### src/rtl/am_demod_pkg.sv
// Shared types and width helpers for the AM envelope demodulator.
package am_demod_pkg;

  // Window FSM: ACC accumulates samples, FULL holds a finished sum that
  // could not be handed to the output register yet.
  typedef enum logic {
    ACC  = 1'b0,
    FULL = 1'b1
  } state_t;

  // Width of the rectified magnitude for a DW-bit signed sample.
  function automatic int mag_w(input int dw);
    return dw - 1;
  endfunction

  // Accumulator / envelope width: magnitude width plus log2 of window length.
  function automatic int acc_w(input int dw, input int log2_dec);
    return dw - 1 + log2_dec;
  endfunction

endpackage

### src/rtl/am_abs_sat.sv
// Saturating full-wave rectifier: |sample|, with the most-negative code
// clamped to the largest positive magnitude so the result fits in DW-1 bits.
module am_abs_sat
  import am_demod_pkg::*;
#(
  parameter int DW = 12
) (
  input  logic signed [DW-1:0]    sample,
  output logic [mag_w(DW)-1:0]    mag
);

  localparam logic [DW-1:0] MOST_NEG = {1'b1, {(DW-1){1'b0}}};

  logic [DW-1:0] neg;

  // Rectify; -2**(DW-1) has no positive twin, so it saturates to all ones.
  always_comb begin
    // NOTE: every always_comb output gets a default first so no path can infer a latch.
    neg = -sample;
    mag = sample[DW-2:0];
    if (sample == MOST_NEG) begin
      mag = '1;
    end else if (sample[DW-1]) begin
      mag = neg[DW-2:0];
    end
  end

endmodule

### src/rtl/am_demod.sv
// AM envelope demodulator: rectifies each accepted sample, sums N = 2**LOG2_DEC
// magnitudes per window, emits the sum over a valid/ready port and flags
// carrier loss after LOSS_WIN consecutive low-envelope windows.
module am_demod
  import am_demod_pkg::*;
#(
  parameter int DW       = 12,
  parameter int LOG2_DEC = 4,
  parameter int THRESH   = 64,
  parameter int LOSS_WIN = 4
) (
  input  logic                            clk,
  input  logic                            rst,
  input  logic signed [DW-1:0]            in_data,
  input  logic                            in_valid,
  output logic                            in_ready,
  output logic [acc_w(DW, LOG2_DEC)-1:0]  out_data,
  output logic                            out_valid,
  input  logic                            out_ready,
  output logic                            no_carrier
);

  localparam int MW = mag_w(DW);
  localparam int AW = acc_w(DW, LOG2_DEC);
  localparam int LW = $clog2(LOSS_WIN + 1);
  localparam logic [AW:0]   THRESH_V = (AW+1)'(THRESH);
  localparam logic [LW-1:0] LOSS_MAX = LW'(LOSS_WIN);

  state_t              state, state_nxt;
  logic [AW-1:0]       acc, acc_nxt, sum, load_val;
  logic [LOG2_DEC-1:0] cnt;
  logic [MW-1:0]       mag;
  logic [LW-1:0]       loss_cnt, loss_nxt;
  logic                accept, last, out_free, load;

  am_abs_sat #(.DW(DW)) u_abs (
    .sample (in_data),
    .mag    (mag)
  );

  assign in_ready = (state == ACC);
  assign accept   = in_valid && in_ready;
  assign last     = accept && (cnt == '1);
  assign out_free = !out_valid || out_ready;
  assign sum      = acc + {{LOG2_DEC{1'b0}}, mag};

  // Next-state, accumulator and output-load decision for the window FSM.
  always_comb begin
    state_nxt = state;
    acc_nxt   = acc;
    load      = 1'b0;
    load_val  = sum;
    case (state)
      ACC: begin
        if (accept) begin
          if (last && out_free) begin
            load    = 1'b1;
            acc_nxt = '0;
          end else if (last) begin
            acc_nxt   = sum;
            state_nxt = FULL;
          end else begin
            acc_nxt = sum;
          end
        end
      end
      FULL: begin
        if (out_valid && out_ready) begin
          load      = 1'b1;
          load_val  = acc;
          acc_nxt   = '0;
          state_nxt = ACC;
        end
      end
    endcase
  end

  // Carrier-loss counter value to commit alongside the next output load.
  always_comb begin
    loss_nxt = '0;
    if ({1'b0, load_val} < THRESH_V) begin
      loss_nxt = (loss_cnt == LOSS_MAX) ? loss_cnt : loss_cnt + 1'b1;
    end
  end

  // State registers, output register and carrier-loss flag.
  always_ff @(posedge clk) begin
    // NOTE: sequential state uses non-blocking assignments so every register samples pre-edge values.
    if (rst) begin
      state      <= ACC;
      acc        <= '0;
      cnt        <= '0;
      loss_cnt   <= '0;
      out_data   <= '0;
      out_valid  <= 1'b0;
      no_carrier <= 1'b0;
    end else begin
      state <= state_nxt;
      acc   <= acc_nxt;
      if (accept) begin
        cnt <= cnt + 1'b1;
      end
      if (load) begin
        out_data   <= load_val;
        out_valid  <= 1'b1;
        loss_cnt   <= loss_nxt;
        no_carrier <= (loss_nxt == LOSS_MAX);
      end else if (out_valid && out_ready) begin
        out_valid <= 1'b0;
      end
    end
  end

endmodule

### config.mk
export PLATFORM = sky130hd
export DESIGN_NAME = am_demod
export DESIGN_NICKNAME = d
export VERILOG_FILES = /design/src/rtl/am_demod_pkg.sv /design/src/rtl/am_abs_sat.sv /design/src/rtl/am_demod.sv
export SDC_FILE = /design/constraint.sdc
export NUM_CORES = 1
export LEC_CHECK = 0
export CAP_MARGIN = 20
export CORE_MARGIN = 3
export CORE_UTILIZATION = 50
export CTS_CLUSTER_SIZE = 25
export DETAILED_ROUTE_END_ITERATION = 10
export GPL_TIMING_DRIVEN = 0
export PLACE_DENSITY = 0.74
export RECOVER_POWER = 100
export SYNTH_ARGS = -nofsm -noshare
export SYNTH_HDL_FRONTEND = slang
export SYNTH_SLANG_ARGS = --single-unit
### constraint.sdc
create_clock -name clk -period 9.75 [get_ports clk]
set_input_delay 1.95 -clock clk [delete_from_list [all_inputs] [get_ports clk]]
set_output_delay 1.95 -clock clk [all_outputs]
set_load 0.02 [all_outputs]
==> flow_summary.json <==
{
  "ctsHoldBuffers": 0,
  "final-setup-viol-count": 0,
  "cts_resized": 0,
  "grt_pass1_wl_um": 10900,
  "via_count": 2616,
  "design.core.area_um2": 5170,
  "gp_congestion": 0.898,
  "fmax_ghz": 0.131,
  "end_kind": "flip-flop",
  "grt_usage_pct": 21.5,
  "min_period_over_period_pct": 78.1,
  "synth_top_cell_by_area": "dfxtp_1",
  "hold_path.class": "flip-flop to flip-flop",
  "hold_start": "out_data[4]",
  "grt_start_max_net_pins": 13,
  "rsz0062_at_grt": "no",
  "ff2ff_setup_slack_ns": 6.03,
  "yosysSeqAreaShare_pct": 29.4,
  "finalHoldViolCount": 0,
  "place_ws_ns": 2.75,
  "synthDominantCellAreaShare_pct": 29.4,
  "grt_antenna_before_repair": 0,
  "path_max_fanout": 10,
  "ir_drop_uv": 67.9,
  "yosys_most_used_dff": "dfxtp_1",
  "finalClockSkew_ns": 0.00693,
  "yosysWarnings": 0,
  "hold_ws_ns": 0.453,
  "reg2reg_from": "acc[0]",
  "die_width_um": 79.8,
  "setup_ws_ns": 2.13,
  "synth-edff-count": 0,
  "synth-seq-cells": 40,
  "firstDrtPassIters": 4,
  "min_period_ns": 7.62,
  "io_buffer_count": 33,
  "clkSinkCount": 40,
  "drt_iter0_drc": 190,
  "dieHeight_um": 79.8,
  "drc": 0,
  "first_global_vias": 2331,
  "dpl_cell_area_um2": 3140,
  "syn_area_um2": 2720,
  "diodes": 0,
  "dp_hpwl_um": 4900,
  "critical_path_required_ns": 9.97,
  "leakagePower_nw": 1.38,
  "syn_area_per_cell_um2": 7.63,
  "worstPathArrival_ns": 7.83,
  "hold_depth": 2,
  "path_clk_slew_ns": 0.08,
  "drive_above_1_share_pct": 4.02,
  "post_cts_buffers": 0,
  "power_density_nw_per_um2": 145,
  "die_area_um2": 6370,
  "tns_ns": 0,
  "crit_path_start_kind": "primary input",
  "synth_cells": 357,
  "slew_headroom_pct": 26.4,
  "worstMarginPinSlew_ns": 1.08,
  "clockBufferDepth": 2,
  "top_level_ports": 34,
  "start_util_pct": 52.6,
  "rows": 26,
  "cts_max_level": 2,
  "nets": 432,
  "postLayoutCellArea_um2": 3230,
  "synth_cell_types": 55,
  "synth_fp_nets": 392,
  "synthTopCellsByArea": "dfxtp_1, ha_1, nor2_1",
  "outcome": "finished, final reports clean",
  "cts_tree": "done",
  "async_flop_share_pct": 0,
  "reg2regPathDepth": 11,
  "viasPerCell": 5.59,
  "cts_root_buffer": "clkbuf_8",
  "routed_wirelength_um": 6360,
  "hold-path-endpoint": "out_data[4]",
  "crit_type": "primary input to flip-flop",
  "drtAntennaViolNets": 0,
  "slew_violations": 0,
  "cts_made_buffers": 5,
  "routedWlPerCell_um": 13.6,
  "grt_overflow": 0,
  "r2r_end": "no_carrier",
  "drv_cap": 0,
  "clock_latency_ns": 0.29,
  "area_growth_pct": 18.7
}
## cell type report
cell class / instances / area [um2]
timing repair buffer: 33 / 330
buffer: 19 / 76.3
multi-input combinational: 286 / 1770
sequential: 40 / 801
tap: 70 / 87.6
clock buffer: 7 / 96.3
inverter: 12 / 45.0
fill: 485 / 1940
clock inverter: 1 / 30.0
## per-layer routing
metal / wire length (um) / global-route usage (%) / part of all wire [%] / vias up
met3: 376 / 3.05 / 5.9 / 7
li1: - / - / - / 1341
met4: 59 / 5.24 / 0.93 / 0
met2: 2930 / 36.9 / 46 / 72
met5: 0 / 0 / 0 / -
met1: 2990 / 28.3 / 47 / 1196
## worst max-delay path, stage by stage
cell           delay [ns]
dlygate4sd3_1        0.57
inv_1                0.09
ha_1                 0.17
nand2_1              0.06
or3_1                0.33
or3_1                0.33
or3_1                0.33
or3b_1               0.37
clkbuf_1             0.23
nand2_1              0.13
ha_1                 0.16
inv_1                0.06
fa_1                 0.40
nand3b_1             0.22
a2111oi_0            0.94
o21ai_0              0.20
a21boi_0             0.31
o31ai_1              0.14
nor4_1               0.48
nand3_1              0.17
o21ai_0              0.20
## report_power, final
group / leakage (nW) / internal, mW / switching [mW]
Clock: 0.0645 / 0.0904 / 0.0587
Combinational: 0.992 / 0.0604 / 0.0799
Sequential: 0.325 / 0.172 / 0.00849
Total: 1.38 / 0.323 / 0.147
## per-stage QoR
step	std cells	utilization (%)	power (mW)
finish	468	62.5	0.470
global route	468	62.5	0.498
CTS	468	63.2	0.475
detailed placement	460	60.7	0.326
global placement	460	60.7	0.323
floorplan	357	-	0.293
## cell usage after synthesis (all sizes together) (2+ instances only)
| master | number |
|---|---|
| o31ai | 5 |
| a2111oi | 2 |
| nor2b | 6 |
| nor2 | 55 |
| and3b | 2 |
| mux2i | 3 |
| nand3b | 2 |
| nand2 | 47 |
| or2 | 2 |
| buf | 7 |
| and2 | 3 |
| xor2 | 13 |
| nor4 | 4 |
| a21boi | 3 |
| nand3 | 10 |
| or3 | 6 |
| a22oi | 14 |
| ha | 18 |
| o21ai | 11 |
| clkbuf | 12 |
| o2111ai | 4 |
| a41o | 2 |
| inv | 12 |
| nor3 | 13 |
| a21o | 6 |
| dfxtp | 40 |
| nand2b | 3 |
| xnor2 | 8 |
| a21oi | 21 |
| a211oi | 4 |
| and3 | 4 |
| a31oi | 2 |
## cells by family (layout without fill, tap and decap cells)
group           after synthesis  count (layout)  share of synthesized area [%]
simple gates                160             160                           27.3
compound gates               82              82                           21.2
flops                        40              40                           29.4
buf+inv                      31              72                           4.78
xor+xnor                     21              21                           6.76
fa+ha+maj                    19              19                           9.01
mux                           4               4                           1.52
## worst max-delay path by stage
stage / startpoint / endpoint
floorplan: in_data[0] / no_carrier
finish: in_data[0] / no_carrier
detailed placement: in_data[0] / no_carrier
global placement: in_data[0] / no_carrier
global route: in_data[0] / no_carrier
CTS: in_data[0] / no_carrier
## cells in the final DEF (no fill, tap or decap), types with 2 or more instances in the layout
cell type and count:
ha_1 18, and3b_1 2, a2111oi_0 2, clkbuf_1 16, nand2b_1 3, a22oi_1 14, o2111ai_1 4, a41o_1 2
a211oi_1 4, nor2b_1 6, or3_1 6, nor3_1 13, xnor2_1 8, nand3_1 10, o21ai_0 11, xor2_1 13
and2_1 3, nand2_1 46, and3_1 4, dfxtp_1 40, nor2_1 54, a21o_1 6, o31ai_1 5, clkbuf_8 7
clkdlybuf4s50_1 12, a21boi_0 3, dlygate4sd3_1 21, a31oi_1 2, nor4_1 4, inv_1 11, a21oi_1 20, nand3b_1 2
mux2i_1 3
## sequential cells by signal, indices dropped and copies added (netlist names)
signal	count
out_valid	1
cnt	4
loss_cnt	3
out_data	15
acc	15
no_carrier	1
state	1
Power figures use the tool's default switching activity.
